**src/rtl/uart_pkg.sv**
```systemverilog
// ---------------------------------------------------------------------------
// uart_pkg
// Shared types for the host-side UART controller.
//   byte_t      : one UART payload byte
//   tx_state_e  : TX pacing FSM states (one byte in flight at a time)
//   rx_state_e  : RX draining FSM states
// ---------------------------------------------------------------------------
package uart_pkg;

  typedef logic [7:0] byte_t;

  typedef enum logic [1:0] {
    TX_IDLE,
    TX_GUARD,
    TX_BUSY
  } tx_state_e;

  typedef enum logic {
    RX_IDLE,
    RX_CAPTURE
  } rx_state_e;

endpackage

```
**src/rtl/uart_host_ctrl_sync_fifo.sv**
```systemverilog
// ---------------------------------------------------------------------------
// sync_fifo
// Single-clock FIFO with a combinational head output. This is used for both
// the TX and the RX byte buffers.
//   clk, reset_n : clock, asynchronous active-low reset
//   flush        : synchronous clear; overrides any same-cycle push/pop
//   push, wdata  : write request and data (accepted when not full, or when
//                  a pop frees the slot in the same cycle)
//   pop          : read request (ignored when empty)
//   head         : entry at the read pointer
//   full, empty  : occupancy flags
//   count        : occupancy, 0..DEPTH
// DEPTH must be a power of two so the pointers wrap naturally.
// ---------------------------------------------------------------------------
module sync_fifo #(
  parameter int DEPTH = 8,
  parameter int WIDTH = 8
) (
  input  logic                     clk,
  input  logic                     reset_n,
  input  logic                     flush,
  input  logic                     push,
  input  logic [WIDTH-1:0]         wdata,
  input  logic                     pop,
  output logic [WIDTH-1:0]         head,
  output logic                     full,
  output logic                     empty,
  output logic [$clog2(DEPTH):0]   count
);

  localparam int AW = $clog2(DEPTH);

  logic [WIDTH-1:0] mem [DEPTH];
  logic [AW-1:0]    wr_ptr;
  logic [AW-1:0]    rd_ptr;
  logic             do_push;
  logic             do_pop;

  assign full    = (count == (AW + 1)'(DEPTH));
  assign empty   = (count == '0);
  assign head    = mem[rd_ptr];
  assign do_pop  = pop && !empty;
  assign do_push = push && (!full || do_pop);

  always_ff @(posedge clk or negedge reset_n) begin
    if (!reset_n) begin
      wr_ptr <= '0;
      rd_ptr <= '0;
      count  <= '0;
      for (int i = 0; i < DEPTH; i++) begin
        mem[i] <= '0;
      end
    end else if (flush) begin
      wr_ptr <= '0;
      rd_ptr <= '0;
      count  <= '0;
    end else begin
      if (do_push) begin
        mem[wr_ptr] <= wdata;
        wr_ptr      <= wr_ptr + 1'b1;
      end
      if (do_pop) begin
        rd_ptr <= rd_ptr + 1'b1;
      end
      case ({do_push, do_pop})
        2'b10:   count <= count + 1'b1;
        2'b01:   count <= count - 1'b1;
        default: count <= count;
      endcase
    end
  end

endmodule

```
**src/rtl/uart_host_ctrl.sv**
```systemverilog
// ---------------------------------------------------------------------------
// uart_host_ctrl
// Host-side controller for the UART core's parallel load/unload interface.
//
// Handshake rule for the s_tx_* and m_rx_* streams: a byte moves on a rising
// clk edge where valid and ready are both 1. The source holds its data stable
// while valid=1 and ready=0. s_tx_ready depends only on TX FIFO state.
//
// Ports
//   clk, reset_n            : system clock (also the core's txclk/rxclk), async reset
//   s_tx_data/valid/ready   : host -> TX FIFO byte stream
//   m_rx_data/valid/ready   : RX FIFO -> host byte stream
//   tx_en_cfg, rx_en_cfg    : passed straight through to tx_enable / rx_enable
//   flush                   : clears both FIFOs on the next edge
//   clr_status              : clears the sticky rx_stall flag
//   ld_tx_data, tx_data     : load pulse and byte to the core
//   tx_empty                : core TX holding register empty
//   uld_rx_data             : unload pulse to the core
//   rx_data, rx_empty       : core byte (valid the cycle after the unload), core has data
//   tx_count, rx_count      : FIFO occupancies
//   tx_idle                 : nothing queued, nothing in flight, core empty
//   rx_stall                : sticky; core held a byte while the RX FIFO was full
//   tx_state, rx_state      : debug view of the two FSMs
// ---------------------------------------------------------------------------
module uart_host_ctrl
  import uart_pkg::*;
#(
  parameter int TX_DEPTH = 8,
  parameter int RX_DEPTH = 8
) (
  input  logic                        clk,
  input  logic                        reset_n,
  input  byte_t                       s_tx_data,
  input  logic                        s_tx_valid,
  output logic                        s_tx_ready,
  output byte_t                       m_rx_data,
  output logic                        m_rx_valid,
  input  logic                        m_rx_ready,
  input  logic                        tx_en_cfg,
  input  logic                        rx_en_cfg,
  input  logic                        flush,
  input  logic                        clr_status,
  output logic                        ld_tx_data,
  output byte_t                       tx_data,
  input  logic                        tx_empty,
  output logic                        tx_enable,
  output logic                        uld_rx_data,
  input  byte_t                       rx_data,
  input  logic                        rx_empty,
  output logic                        rx_enable,
  output logic [$clog2(TX_DEPTH):0]   tx_count,
  output logic [$clog2(RX_DEPTH):0]   rx_count,
  output logic                        tx_idle,
  output logic                        rx_stall,
  output tx_state_e                   tx_state,
  output rx_state_e                   rx_state
);

  byte_t tx_head;
  logic  tx_fifo_full;
  logic  tx_fifo_empty;
  logic  tx_push;
  logic  tx_pop;

  byte_t rx_head;
  logic  rx_fifo_full;
  logic  rx_fifo_empty;
  logic  rx_push;
  logic  rx_pop;
  logic  stall_set;

  assign tx_enable = tx_en_cfg;
  assign rx_enable = rx_en_cfg;

  // ---------------------------------------------------------------- TX side
  assign s_tx_ready = !tx_fifo_full;
  assign tx_push    = s_tx_valid && s_tx_ready;
  // A load is never started in a flush cycle, because the flush empties the FIFO.
  assign tx_pop     = (tx_state == TX_IDLE) && !tx_fifo_empty && tx_empty && !flush;
  assign tx_idle    = tx_fifo_empty && (tx_state == TX_IDLE) && tx_empty;

  sync_fifo #(.DEPTH(TX_DEPTH), .WIDTH(8)) u_tx_fifo (
    .clk     (clk),
    .reset_n (reset_n),
    .flush   (flush),
    .push    (tx_push),
    .wdata   (s_tx_data),
    .pop     (tx_pop),
    .head    (tx_head),
    .full    (tx_fifo_full),
    .empty   (tx_fifo_empty),
    .count   (tx_count)
  );

  // The core clears tx_empty one edge after it sees the load. TX_GUARD skips
  // that stale cycle so TX_BUSY only ever observes the real frame status.
  always_ff @(posedge clk or negedge reset_n) begin
    if (!reset_n) begin
      tx_state   <= TX_IDLE;
      ld_tx_data <= 1'b0;
      tx_data    <= '0;
    end else begin
      case (tx_state)
        TX_IDLE: begin
          ld_tx_data <= 1'b0;
          if (tx_pop) begin
            tx_data    <= tx_head;
            ld_tx_data <= 1'b1;
            tx_state   <= TX_GUARD;
          end
        end
        TX_GUARD: begin
          ld_tx_data <= 1'b0;
          tx_state   <= TX_BUSY;
        end
        TX_BUSY: begin
          ld_tx_data <= 1'b0;
          if (tx_empty) begin
            tx_state <= TX_IDLE;
          end
        end
        default: begin
          ld_tx_data <= 1'b0;
          tx_state   <= TX_IDLE;
        end
      endcase
    end
  end

  // ---------------------------------------------------------------- RX side
  assign m_rx_valid = !rx_fifo_empty;
  assign m_rx_data  = rx_head;
  assign rx_pop     = m_rx_valid && m_rx_ready;
  // A capture that coincides with flush is dropped rather than pushed.
  assign rx_push    = (rx_state == RX_CAPTURE) && !flush;

  sync_fifo #(.DEPTH(RX_DEPTH), .WIDTH(8)) u_rx_fifo (
    .clk     (clk),
    .reset_n (reset_n),
    .flush   (flush),
    .push    (rx_push),
    .wdata   (rx_data),
    .pop     (rx_pop),
    .head    (rx_head),
    .full    (rx_fifo_full),
    .empty   (rx_fifo_empty),
    .count   (rx_count)
  );

  // The core has a byte, but the FIFO has no room for it.
  assign stall_set = (rx_state == RX_IDLE) && !uld_rx_data && !rx_empty && rx_fifo_full;

  // The unload pulse is issued from RX_IDLE. The FSM stays in RX_IDLE while the
  // pulse is high, then moves to RX_CAPTURE for the cycle in which the core's
  // rx_data is valid.
  always_ff @(posedge clk or negedge reset_n) begin
    if (!reset_n) begin
      rx_state    <= RX_IDLE;
      uld_rx_data <= 1'b0;
      rx_stall    <= 1'b0;
    end else begin
      if (stall_set) begin
        rx_stall <= 1'b1;
      end else if (clr_status) begin
        rx_stall <= 1'b0;
      end

      case (rx_state)
        RX_IDLE: begin
          if (uld_rx_data) begin
            uld_rx_data <= 1'b0;
            rx_state    <= RX_CAPTURE;
          end else if (!rx_empty && !rx_fifo_full) begin
            uld_rx_data <= 1'b1;
          end
        end
        RX_CAPTURE: begin
          uld_rx_data <= 1'b0;
          rx_state    <= RX_IDLE;
        end
        default: begin
          uld_rx_data <= 1'b0;
          rx_state    <= RX_IDLE;
        end
      endcase
    end
  end

endmodule

```
**config.mk**
```make
export PLATFORM = sky130hd
export DESIGN_NAME = uart_host_ctrl
export DESIGN_NICKNAME = d
export VERILOG_FILES = /design/src/rtl/uart_pkg.sv /design/src/rtl/uart_host_ctrl_sync_fifo.sv /design/src/rtl/uart_host_ctrl.sv
export SDC_FILE = /design/constraint.sdc
export NUM_CORES = 1
export LEC_CHECK = 0
export ABC_AREA = 1
export BUFFER_PORTS_ARGS = -buffer_cell sky130_fd_sc_hd__buf_4
export CAP_MARGIN = 20
export CORE_UTILIZATION = 54
export DETAILED_ROUTE_END_ITERATION = 10
export HOLD_SLACK_MARGIN = 0.08
export PLACE_DENSITY = 0.83
export SYNTH_ARGS = -nofsm -noshare
export SYNTH_HDL_FRONTEND = slang
export SYNTH_SLANG_ARGS = --single-unit
```
**constraint.sdc**
```tcl
create_clock -name clk -period 3.9 [get_ports clk]
set_input_delay 0.39 -clock clk [delete_from_list [all_inputs] [get_ports clk]]
set_output_delay 0.39 -clock clk [all_outputs]
set_load 0.005 [all_outputs]
```
==> impl_metrics.json <==
{
  "run_status": "complete, no violations",
  "setup_viol": 0,
  "syn_inst": 853,
  "finalPower_uw": 5720,
  "fin_crit_sh": 0.717,
  "clkSinkCount": 162,
  "maxCapViolations": 0,
  "cts_tree": "done",
  "core_um2": 14000,
  "gp_congestion": 0.816,
  "synth_mux_area_frac": 0.00128,
  "cpPeakStageDelay_ns": 0.60,
  "fin_skew_ns": 0.0117,
  "utilization": 0.628,
  "die_h_um": 122,
  "placementRows": 43,
  "ys_seq_area_frac": 0.518,
  "syn_avg_cell_area_um2": 9.18,
  "crit_chain": "inv_1 > o21ai_0 > o22ai_1 > nor2_1 > a31oi_1 > buf_4",
  "final_cell_mix": "nand2_1, dfrtp_1, nor2_1",
  "h-tree-depth": 4,
  "slew_headroom": 0.341,
  "vdd_drop_max_mv": 0.383,
  "p_per_area_nw_per_um2": 651,
  "synth_compound_area_frac": 0.184,
  "cp.arrival_ns": 2.41,
  "die_w_um": 122,
  "hold_class": "input pin to async pin",
  "dpl.cell_count": 1053,
  "grt_pass1_wl_um": 30800,
  "boundaryPins": 61,
  "mostFrequentLayoutCell": "nand2_1",
  "floorplan.initialDensity": 0.560,
  "required_ns": 3.51,
  "synth_area_leaders": "dfrtp_1, nand2_1, o21ai_1",
  "holdBufCountCts": 0,
  "grt_max_degree": 94,
  "synth_seq_cells": 162,
  "finalHoldViolations": 0,
  "synth_fa_ha_area_frac": 0.0153,
  "synth_top_area_cell": "dfrtp_1",
  "cts-root-buf": "clkbuf_16",
  "grtUsageMet1": 0.357,
  "synth_simple_gate_area_frac": 0.211,
  "maxSlewViolCount": 0,
  "io_buffer_count": 56,
  "die_area_um2": 15000,
  "crit_path_end_kind": "output port",
  "synth_top_area_share": 0.518,
  "routed_via_density": 5.74,
  "wl_um": 18400,
  "insertion_delay_ns": 0.44,
  "grt_pass1_vias": 6025,
  "cts_setup_buffers": 0,
  "firstDrtPassIters": 5,
  "final_cells": 1085,
  "worst_slew_pin_slew_ns": 0.987,
  "vias": 6226,
  "drcViolationCount": 0,
  "yosys_warnings": 0,
  "fin_crit_ns": 2.80,
  "clock_path_buffers": 2,
  "gr-max-usage-layer": "met2",
  "startpoint_type": "register",
  "finalNetCount": 927,
  "antenna_left": 0,
  "grtUsageMet2": 0.435,
  "antenna_found_initial": 0,
  "grt.overflow.total": 0,
  "final.setup.tns_ns": 0,
  "cts_resized": 0,
  "fmax_ghz": 0.357,
  "numCtsBuffers": 17,
  "routedWlPerCell_um": 16.9,
  "cp_slowest_cell": "dfrtp_1",
  "grt_use_met3": 0.0544,
  "synth_top_family_by_area": "simple AND/OR/NAND/NOR gates",
  "gr-usage-all-layers": 0.270,
  "drive_above_1_share": 0.173,
  "drt_iter0_markers": 640,
  "diodes": 0,
  "leakage_uw": 0.00416,
  "crit_fanout": 18,
  "synth-xor-area-share": 0.00559,
  "path_class": "register to output port",
  "clk_pin_slew_ns": 0.07,
  "area_growth_syn_to_layout_pct": 12.2,
  "rsz0062_at_grt": "no",
  "synth_nets": 888,
  "netlist_area_um2": 7830,
  "post-dp-hpwl_um": 11100,
  "synth.distinct_cells": 41
}
==> cell type report <==
| cell class | instances | area, um2 |
|---|---|---|
| Fill cell | 1132 | 5210 |
| Sequential cell | 162 | 4050 |
| Multi-Input combinational cell | 598 | 3270 |
| Timing Repair Buffer | 60 | 454 |
| Clock buffer | 19 | 453 |
| Tap cell | 180 | 225 |
| Inverter | 53 | 204 |
| Clock inverter | 13 | 123 |
==> power by group <==
part	internal (uW)	switching (uW)
logic	718	980
clock network	921	716
registers	2070	315
==> cells in the mapped netlist (all sizes together) <==
cell type,instances
o21ai,204
nand3,10
xnor2,2
a21oi,5
a22o,1
nand2,175
o22ai,11
nor2,129
nor4,1
clkbuf,14
nand4,17
o21a,3
fa,1
nor3,1
inv,51
clkinv,2
ha,8
xor2,3
a211oi,1
mux2i,1
dfrtp,162
and3,1
a31oi,8
o32ai,16
buf,26
==> cell families (layout without fill, tap and decap cells) <==
| group | count (synthesis) | count (layout) |
|---|---|---|
| xor+xnor | 5 | 5 |
| flops | 162 | 162 |
| simple gates | 334 | 334 |
| buf+inv | 93 | 145 |
| compound gates | 249 | 249 |
| fa+ha+maj | 9 | 9 |
| mux | 1 | 1 |
==> flip-flops by register name, indices dropped and copies added, names as in the netlist, 3 cells and up <==
name              count
tx_data               8
u_rx_fifo.count       4
u_rx_fifo.mem        64
u_rx_fifo.rd_ptr      3
u_rx_fifo.wr_ptr      3
u_tx_fifo.count       4
u_tx_fifo.mem        64
u_tx_fifo.rd_ptr      3
u_tx_fifo.wr_ptr      3
==> metal layers <==
| metal | share of wire | up-vias |
|---|---|---|
| met4 | 0.030 | 0 |
| met1 | 0.42 | 3021 |
| met3 | 0.054 | 46 |
| li1 | - | 2961 |
| met5 | 0 | - |
| met2 | 0.49 | 198 |
==> final timing paths <==
check	startpoint	endpoint	slack, ns	cells past startpoint
max	u_rx_fifo.rd_ptr[1]	m_rx_data[2]	1.10	6
min	reset_n	u_rx_fifo.mem[7]	0.004	1
max reg2reg	u_rx_fifo.count[0]	u_rx_fifo.count[3]	1.71	10
min reg2reg	u_tx_fifo.mem[46]	u_tx_fifo.mem[46]	0.48	2
max in group asynchronous	reset_n	u_tx_fifo.mem[41]	2.81	2
min in group clk	rx_empty	uld_rx_data	0.11	2
==> worst max-delay path, delay by kind of cell (launching register included) <==
family	cells	cell delay, ns
flops	1	0.60
simple gates	1	0.05
compound gates	3	0.60
buf+inv	2	0.72
==> metrics by stage <==
| stage | hold slack (ns) | worst slack, ns | cell area (um2) |
|---|---|---|---|
| after global placement | 0.460 | 1.74 | 8210 |
| after CTS | 0.0844 | 1.20 | 8780 |
| after detailed placement | 0.463 | 1.68 | 8210 |
| after floorplan | 0.0944 | 1.88 | 7830 |
| final | 0.00444 | 1.10 | 8780 |
| after global routing | 0.106 | 1.00 | 8780 |
Power figures use the tool's default switching activity.
